[config.mk]
export PLATFORM = sky130hd
export DESIGN_NAME = mem_align_unit
export DESIGN_NICKNAME = d
export VERILOG_FILES = /design/src/rtl/mem_align_unit.sv
export SDC_FILE = /design/constraint.sdc
export NUM_CORES = 1
export LEC_CHECK = 0
export CAP_MARGIN = 5
export CORE_MARGIN = 3
export CORE_UTILIZATION = 51
export DETAILED_ROUTE_END_ITERATION = 7
export GPL_ROUTABILITY_DRIVEN = 0
export PLACE_DENSITY = 0.82
export REMOVE_ABC_BUFFERS = 1
export SLEW_MARGIN = 20
export SYNTH_ARGS = -nofsm -noshare
export SYNTH_HDL_FRONTEND = slang
export SYNTH_SLANG_ARGS = --single-unit
export TNS_END_PERCENT = 100
[constraint.sdc]
create_clock -name clk -period 4.8 [get_ports clk]
set_input_delay 1.2 -clock clk [delete_from_list [all_inputs] [get_ports clk]]
set_output_delay 1.2 -clock clk [all_outputs]
set_load 0.02 [all_outputs]
[src/rtl/mem_align_unit.sv]
`default_nettype none
// ============================================================================
// Module   : mem_align_unit
// Purpose  : Splits MEM-stage loads/stores into aligned data-memory accesses
//            and returns one merged, extended response per request.
// Revision : 1.0 - initial release
// ============================================================================
module mem_align_unit #(
  parameter int DM_ADDRESS = 9,
  parameter int DATA_W     = 32
) (
  input  logic                  clk,
  input  logic                  reset,
  input  logic                  req_valid,
  output logic                  req_ready,
  input  logic                  req_read,
  input  logic                  req_write,
  input  logic [DM_ADDRESS-1:0] req_addr,
  input  logic [DATA_W-1:0]     req_wdata,
  input  logic [2:0]            req_funct3,
  output logic                  resp_valid,
  output logic [DATA_W-1:0]     resp_rdata,
  output logic                  resp_err,
  output logic                  mem_read,
  output logic                  mem_write,
  output logic [DM_ADDRESS-1:0] mem_addr,
  output logic [DATA_W-1:0]     mem_wd,
  output logic [2:0]            mem_funct3,
  input  logic [DATA_W-1:0]     mem_rd
);

  localparam logic [2:0] c_IDLE = 3'd0;
  localparam logic [2:0] c_LD0  = 3'd1;
  localparam logic [2:0] c_LD1  = 3'd2;
  localparam logic [2:0] c_ST   = 3'd3;
  localparam logic [2:0] c_RESP = 3'd4;

  logic [2:0]            r_state;
  logic [2:0]            w_next;
  logic [DM_ADDRESS-1:0] r_addr;
  logic [DATA_W-1:0]     r_wdata;
  logic [DATA_W-1:0]     r_w0;
  logic [DATA_W-1:0]     r_rdata;
  logic [2:0]            r_funct3;
  logic [1:0]            r_k;
  logic                  r_err;

  logic                  w_accept;
  logic                  w_legal;
  logic [1:0]            w_off;
  logic [2:0]            w_size;
  logic                  w_cross;
  logic                  w_st_aligned;
  logic                  w_st_last;
  logic [2*DATA_W-1:0]   w_pair;
  logic [DATA_W-1:0]     w_win;
  logic [DATA_W-1:0]     w_ld_result;
  logic [7:0]            w_st_byte;
  logic [DM_ADDRESS-3:0] w_word0;
  logic [DM_ADDRESS-3:0] w_word1;

  assign w_accept = req_valid && (r_state == c_IDLE) && (req_read || req_write);

  // A request with both flags set is treated as a load, so req_read alone decides.
  always_comb begin
    w_legal = 1'b0;
    case (req_funct3)
      3'b000, 3'b001, 3'b010: w_legal = 1'b1;
      3'b100, 3'b101:         w_legal = req_read;
      default:                w_legal = 1'b0;
    endcase
  end

  assign w_off = r_addr[1:0];

  always_comb begin
    w_size       = 3'd4;
    w_st_aligned = (w_off == 2'd0);
    case (r_funct3[1:0])
      2'b00: begin
        w_size       = 3'd1;
        w_st_aligned = 1'b1;
      end
      2'b01: begin
        w_size       = 3'd2;
        w_st_aligned = ~w_off[0];
      end
      default: begin
        w_size       = 3'd4;
        w_st_aligned = (w_off == 2'd0);
      end
    endcase
  end

  assign w_cross   = (({1'b0, w_off} + w_size) > 3'd4);
  assign w_st_last = w_st_aligned || (r_k == (w_size[1:0] - 2'd1));

  assign w_word0 = r_addr[DM_ADDRESS-1:2];
  assign w_word1 = w_word0 + {{(DM_ADDRESS-3){1'b0}}, 1'b1};

  // In LD0 the high word is irrelevant because only non-crossing loads finish there.
  assign w_pair = (r_state == c_LD1) ? {mem_rd, r_w0} : {{DATA_W{1'b0}}, mem_rd};
  assign w_win  = w_pair[{w_off, 3'b000} +: DATA_W];

  always_comb begin
    w_ld_result = w_win;
    case (r_funct3)
      3'b000:  w_ld_result = {{(DATA_W-8){w_win[7]}}, w_win[7:0]};
      3'b001:  w_ld_result = {{(DATA_W-16){w_win[15]}}, w_win[15:0]};
      3'b100:  w_ld_result = {{(DATA_W-8){1'b0}}, w_win[7:0]};
      3'b101:  w_ld_result = {{(DATA_W-16){1'b0}}, w_win[15:0]};
      default: w_ld_result = w_win;
    endcase
  end

  assign w_st_byte = r_wdata[{r_k, 3'b000} +: 8];

  always_ff @(posedge clk or posedge reset) begin
    if (reset) begin
      r_state <= c_IDLE;
    end else begin
      r_state <= w_next;
    end
  end

  always_comb begin
    w_next = r_state;
    case (r_state)
      c_IDLE: begin
        if (w_accept) begin
          if (!w_legal)      w_next = c_RESP;
          else if (req_read) w_next = c_LD0;
          else               w_next = c_ST;
        end
      end
      c_LD0:   w_next = w_cross ? c_LD1 : c_RESP;
      c_LD1:   w_next = c_RESP;
      c_ST:    w_next = w_st_last ? c_RESP : c_ST;
      c_RESP:  w_next = c_IDLE;
      default: w_next = c_IDLE;
    endcase
  end

  always_comb begin
    req_ready  = (r_state == c_IDLE);
    resp_valid = (r_state == c_RESP);
    resp_err   = (r_state == c_RESP) && r_err;
    resp_rdata = r_rdata;
    mem_read   = 1'b0;
    mem_write  = 1'b0;
    mem_addr   = '0;
    mem_wd     = '0;
    mem_funct3 = 3'b000;
    case (r_state)
      c_LD0: begin
        mem_read   = 1'b1;
        mem_funct3 = 3'b010;
        mem_addr   = {w_word0, 2'b00};
      end
      c_LD1: begin
        mem_read   = 1'b1;
        mem_funct3 = 3'b010;
        mem_addr   = {w_word1, 2'b00};
      end
      c_ST: begin
        mem_write = 1'b1;
        if (w_st_aligned) begin
          mem_addr   = r_addr;
          mem_funct3 = r_funct3;
          mem_wd     = r_wdata;
        end else begin
          mem_addr   = r_addr + {{(DM_ADDRESS-2){1'b0}}, r_k};
          mem_funct3 = 3'b000;
          mem_wd     = {{(DATA_W-8){1'b0}}, w_st_byte};
        end
      end
      default: ;
    endcase
  end

  always_ff @(posedge clk or posedge reset) begin
    if (reset) begin
      r_addr   <= '0;
      r_wdata  <= '0;
      r_funct3 <= 3'b000;
      r_k      <= 2'd0;
      r_w0     <= '0;
      r_rdata  <= '0;
      r_err    <= 1'b0;
    end else begin
      case (r_state)
        c_IDLE: begin
          if (w_accept) begin
            r_addr   <= req_addr;
            r_wdata  <= req_wdata;
            r_funct3 <= req_funct3;
            r_k      <= 2'd0;
            if (!w_legal) begin
              r_rdata <= '0;
              r_err   <= 1'b1;
            end
          end
        end
        c_LD0: begin
          r_w0 <= mem_rd;
          if (!w_cross) begin
            r_rdata <= w_ld_result;
            r_err   <= 1'b0;
          end
        end
        c_LD1: begin
          r_rdata <= w_ld_result;
          r_err   <= 1'b0;
        end
        c_ST: begin
          r_k <= r_k + 2'd1;
          if (w_st_last) begin
            r_rdata <= '0;
            r_err   <= 1'b0;
          end
        end
        default: ;
      endcase
    end
  end

endmodule
`default_nettype wire

==> results of run 1 <==
[path summary, 6_finish.rpt]
kind / slack [ns] / from / to / depth (start not counted)
min in group asynchronous: 1.37 / reset / r_wdata[24]$_DFFE_PP0P_ / 2
setup reg to reg: 1.04 / r_addr[0]$_DFFE_PP0P_ / r_err$_DFFE_PP0P_ / 10
max in group asynchronous: 2.57 / reset / r_w0[16]$_DFFE_PP0N_ / 3
hold reg to reg: 0.50 / resp_rdata[7]$_DFFE_PP0P_ / resp_rdata[7]$_DFFE_PP0P_ / 1
hold / removal: 0.50 / resp_rdata[7]$_DFFE_PP0P_ / resp_rdata[7]$_DFFE_PP0P_ / 1
setup / recovery: 0.52 / r_addr[1]$_DFFE_PP0P_ / mem_wd[4] / 7
[flip-flops by register name, summed over array words and instances (netlist names)]
| signal | cells |
|---|---|
| r_addr | 9 |
| r_err | 1 |
| r_funct3 | 3 |
| r_k | 2 |
| r_state | 3 |
| r_w0 | 32 |
| r_wdata | 32 |
| resp_rdata | 32 |
[layout make-up]
cell class	instances	share of cell area
clock buffers	22	0.0519
clock inverters	10	0.0170
inverters	10	0.00438
multi-input cells	476	0.402
flip-flops and latches	114	0.313
well taps	172	0.0236
repair buffers	176	0.189
[logic make-up after synthesis]
kind of cell,count (synthesis),share of synthesized area
buffers and inverters,62,0.0401
flip-flops,114,0.421
adder cells (fa/ha/maj),6,0.0133
multiplexers,156,0.261
XOR/XNOR,2,0.00259
AO/OA/AOI/OAI,153,0.145
AND/OR/NAND/NOR,159,0.117
[report_power, final]
group	switching [mW]	leakage (nW)	internal [mW]
clock	0.436	0.306	0.905
combinational	1.26	1.99	1.17
sequential	0.375	1.40	1.40
[placed cells by master (no fill, tap or decap), types with 15 or more instances in the layout]
cell / Yosys / routed
mux2_2: 83 / 83
nor2_1: 30 / 30
and2_1: 26 / 26
mux2i_1: 64 / 64
buf_4: 2 / 15
dfrtp_1: 114 / 113
o211ai_1: 20 / 20
clkbuf_16: 0 / 17
nand3_1: 17 / 17
clkdlybuf4s50_1: 0 / 161
o21ai_0: 57 / 57
nand2_1: 52 / 52
a21oi_1: 20 / 20
[metal layers]
metal,up-vias,part of all wire
met1,2895,0.41
met5,-,0
met3,43,0.065
met4,0,0.023
met2,272,0.51
li1,2666,-
[per-stage QoR]
step | util | hold WS [ns] | setup WS, ns | TNS, ns | cells
3_3_place_gp | 0.663 | 0.479 | 1.02 | 0 | 948
2_1_floorplan | - | 0.473 | -1.57 | -70.95 | 600
6_report | 0.712 | 0.497 | 0.523 | 0 | 980
5_1_grt | 0.712 | 0.513 | 0.315 | 0 | 980
4_1_cts | 0.712 | 0.497 | 0.566 | 0 | 980
3_5_place_dp | 0.663 | 0.485 | 1.01 | 0 | 948
==> results.md, run 1 <==
- Status: completed
- Via count: 5,876
- Die area: 14,700 um2
- Share of layout cells above drive strength 1: 0.189
- Startpoint Class: register
- Initial antenna violation count: 0
- Post-synth top cells: 114 x dfrtp_1, 83 x mux2_2, 64 x mux2i_1
- Port Buffers: 161
- Row cnt: 41
- Root buf cell: clkbuf_16
- Buf/Inv on CP: 2
- Die height: 121 um
- RSZ-0062 raised after global routing: false
- GR Util met3: 0.0527
- Slew HR: 0.343
- Max-cap viol count: 0
- Most Used Layer, Global Route: met2
- CTS tree: built
- Nets: 882
- Cell taking the most area after synthesis: dfrtp_1
- CTS max path bufs: 2
- Die W: 121 um
- Count leader, synth: dfrtp_1
- Max Clock Skew: 0.00707 ns
- Worst Path Arrival: 3.08 ns
- Final Instance Area: 9130 um2
- Leak pwr: 3.70 nW
- Max H-tree Level: 4
- Final min period: 4.28 ns
- Synth area leaders: dfrtp_1 42%, mux2_2 14%, mux2i_1 9.5%
- Register area share after synthesis: 0.421
- Endpoints failing hold: 0
- Top_reg_cell synth: dfrtp_1
- DRT Pass-1 Iters: 5
- Post-CTS Setup Bufs: 0
- Synth Area per Inst: 10.4 um2
- Dpl cell area: 8500 um2
- Multi-input logic area: 3670 um2
- Met2 Track Usage GR: 0.440
- Cells after Synth: 652
- Cell area after synthesis: 6780 um2
- Ant. Diodes: 0
- Fin. max-slew vios: 0
- Synth async-reset ratio: 1.00
- Area delta synth->final: 34.8%
- Flops & latches, synth: 114
- Netlist cell types: 57
- Hold Crit Class: reg2reg
- Worst VDD drop: 283 uV
- CP Class: reg2out
- Number of remaining DRC errors: 0
- FF/Latch Area: 2850 um2
- Top Ports: 162
- Global-route wire length before repair: 30,900 um
- PD cells: 607 nW/um2
- Critical path fanouts, max: 27
- GR Util met1: 0.353
- Skew-Pair Late Insertion Delay: 0.42 ns
- Clock sink total: 114
- Worst Max-Slew Pin Slew: 0.985 ns
- Resized cells post-CTS: 0
- Num CTS Buffers: 17
- Initial DRC Count: 504
- Total gr overflow: 0
- Total Power: 5.54 mW
- Synth top area share: 0.421
- Antenna-violating nets left: 0
- Ys Warns: 0
- Most used cell, CP: nor2_1
- Core area: 12,800 um2
- Final Setup Violations: 0
- Vias in the first global route: 5,960
- Crit path cell chain: buf_4 > nor2_1 > nor2_1 > o21ai_1 > a22oi_1 > nor2_1 > clkdlybuf4s50_1
- Post-DP HPWL: 13,200 um
- Reg clk slew, reported paths: 0.05 ns
- Highest clock rate: 234 MHz
- CTS Hold Buffers Added: 0
- Wire length per cell: 20.0 um
- Via/cell ratio: 6.00
- Initial core utilization: 0.528
- EDFF count, synth: 0
- Share of the clock period used by the worst path: 0.891
- Largest net degree at the start of global routing: 79
- Post-Route WL: 19,600 um
- Crit path capture type: output pin
- Top delay family on crit path: buffers and inverters
- Number of fill cells in the layout: 905
- CP max stage delay: 0.53 ns
- Worst EP required: 3.60 ns
- Tot GR Track Use: 0.268
- Slowest CP cell: clkdlybuf4s50_1
No activity file was read; power rests on OpenSTA's default activity.
==> run 2, diff against run 1 <==
Settings changed: CTS_CLUSTER_SIZE set to 12.
==> results of run 2 <==
Same layout as run 1: the final DEF is identical, and so are final timing and power.
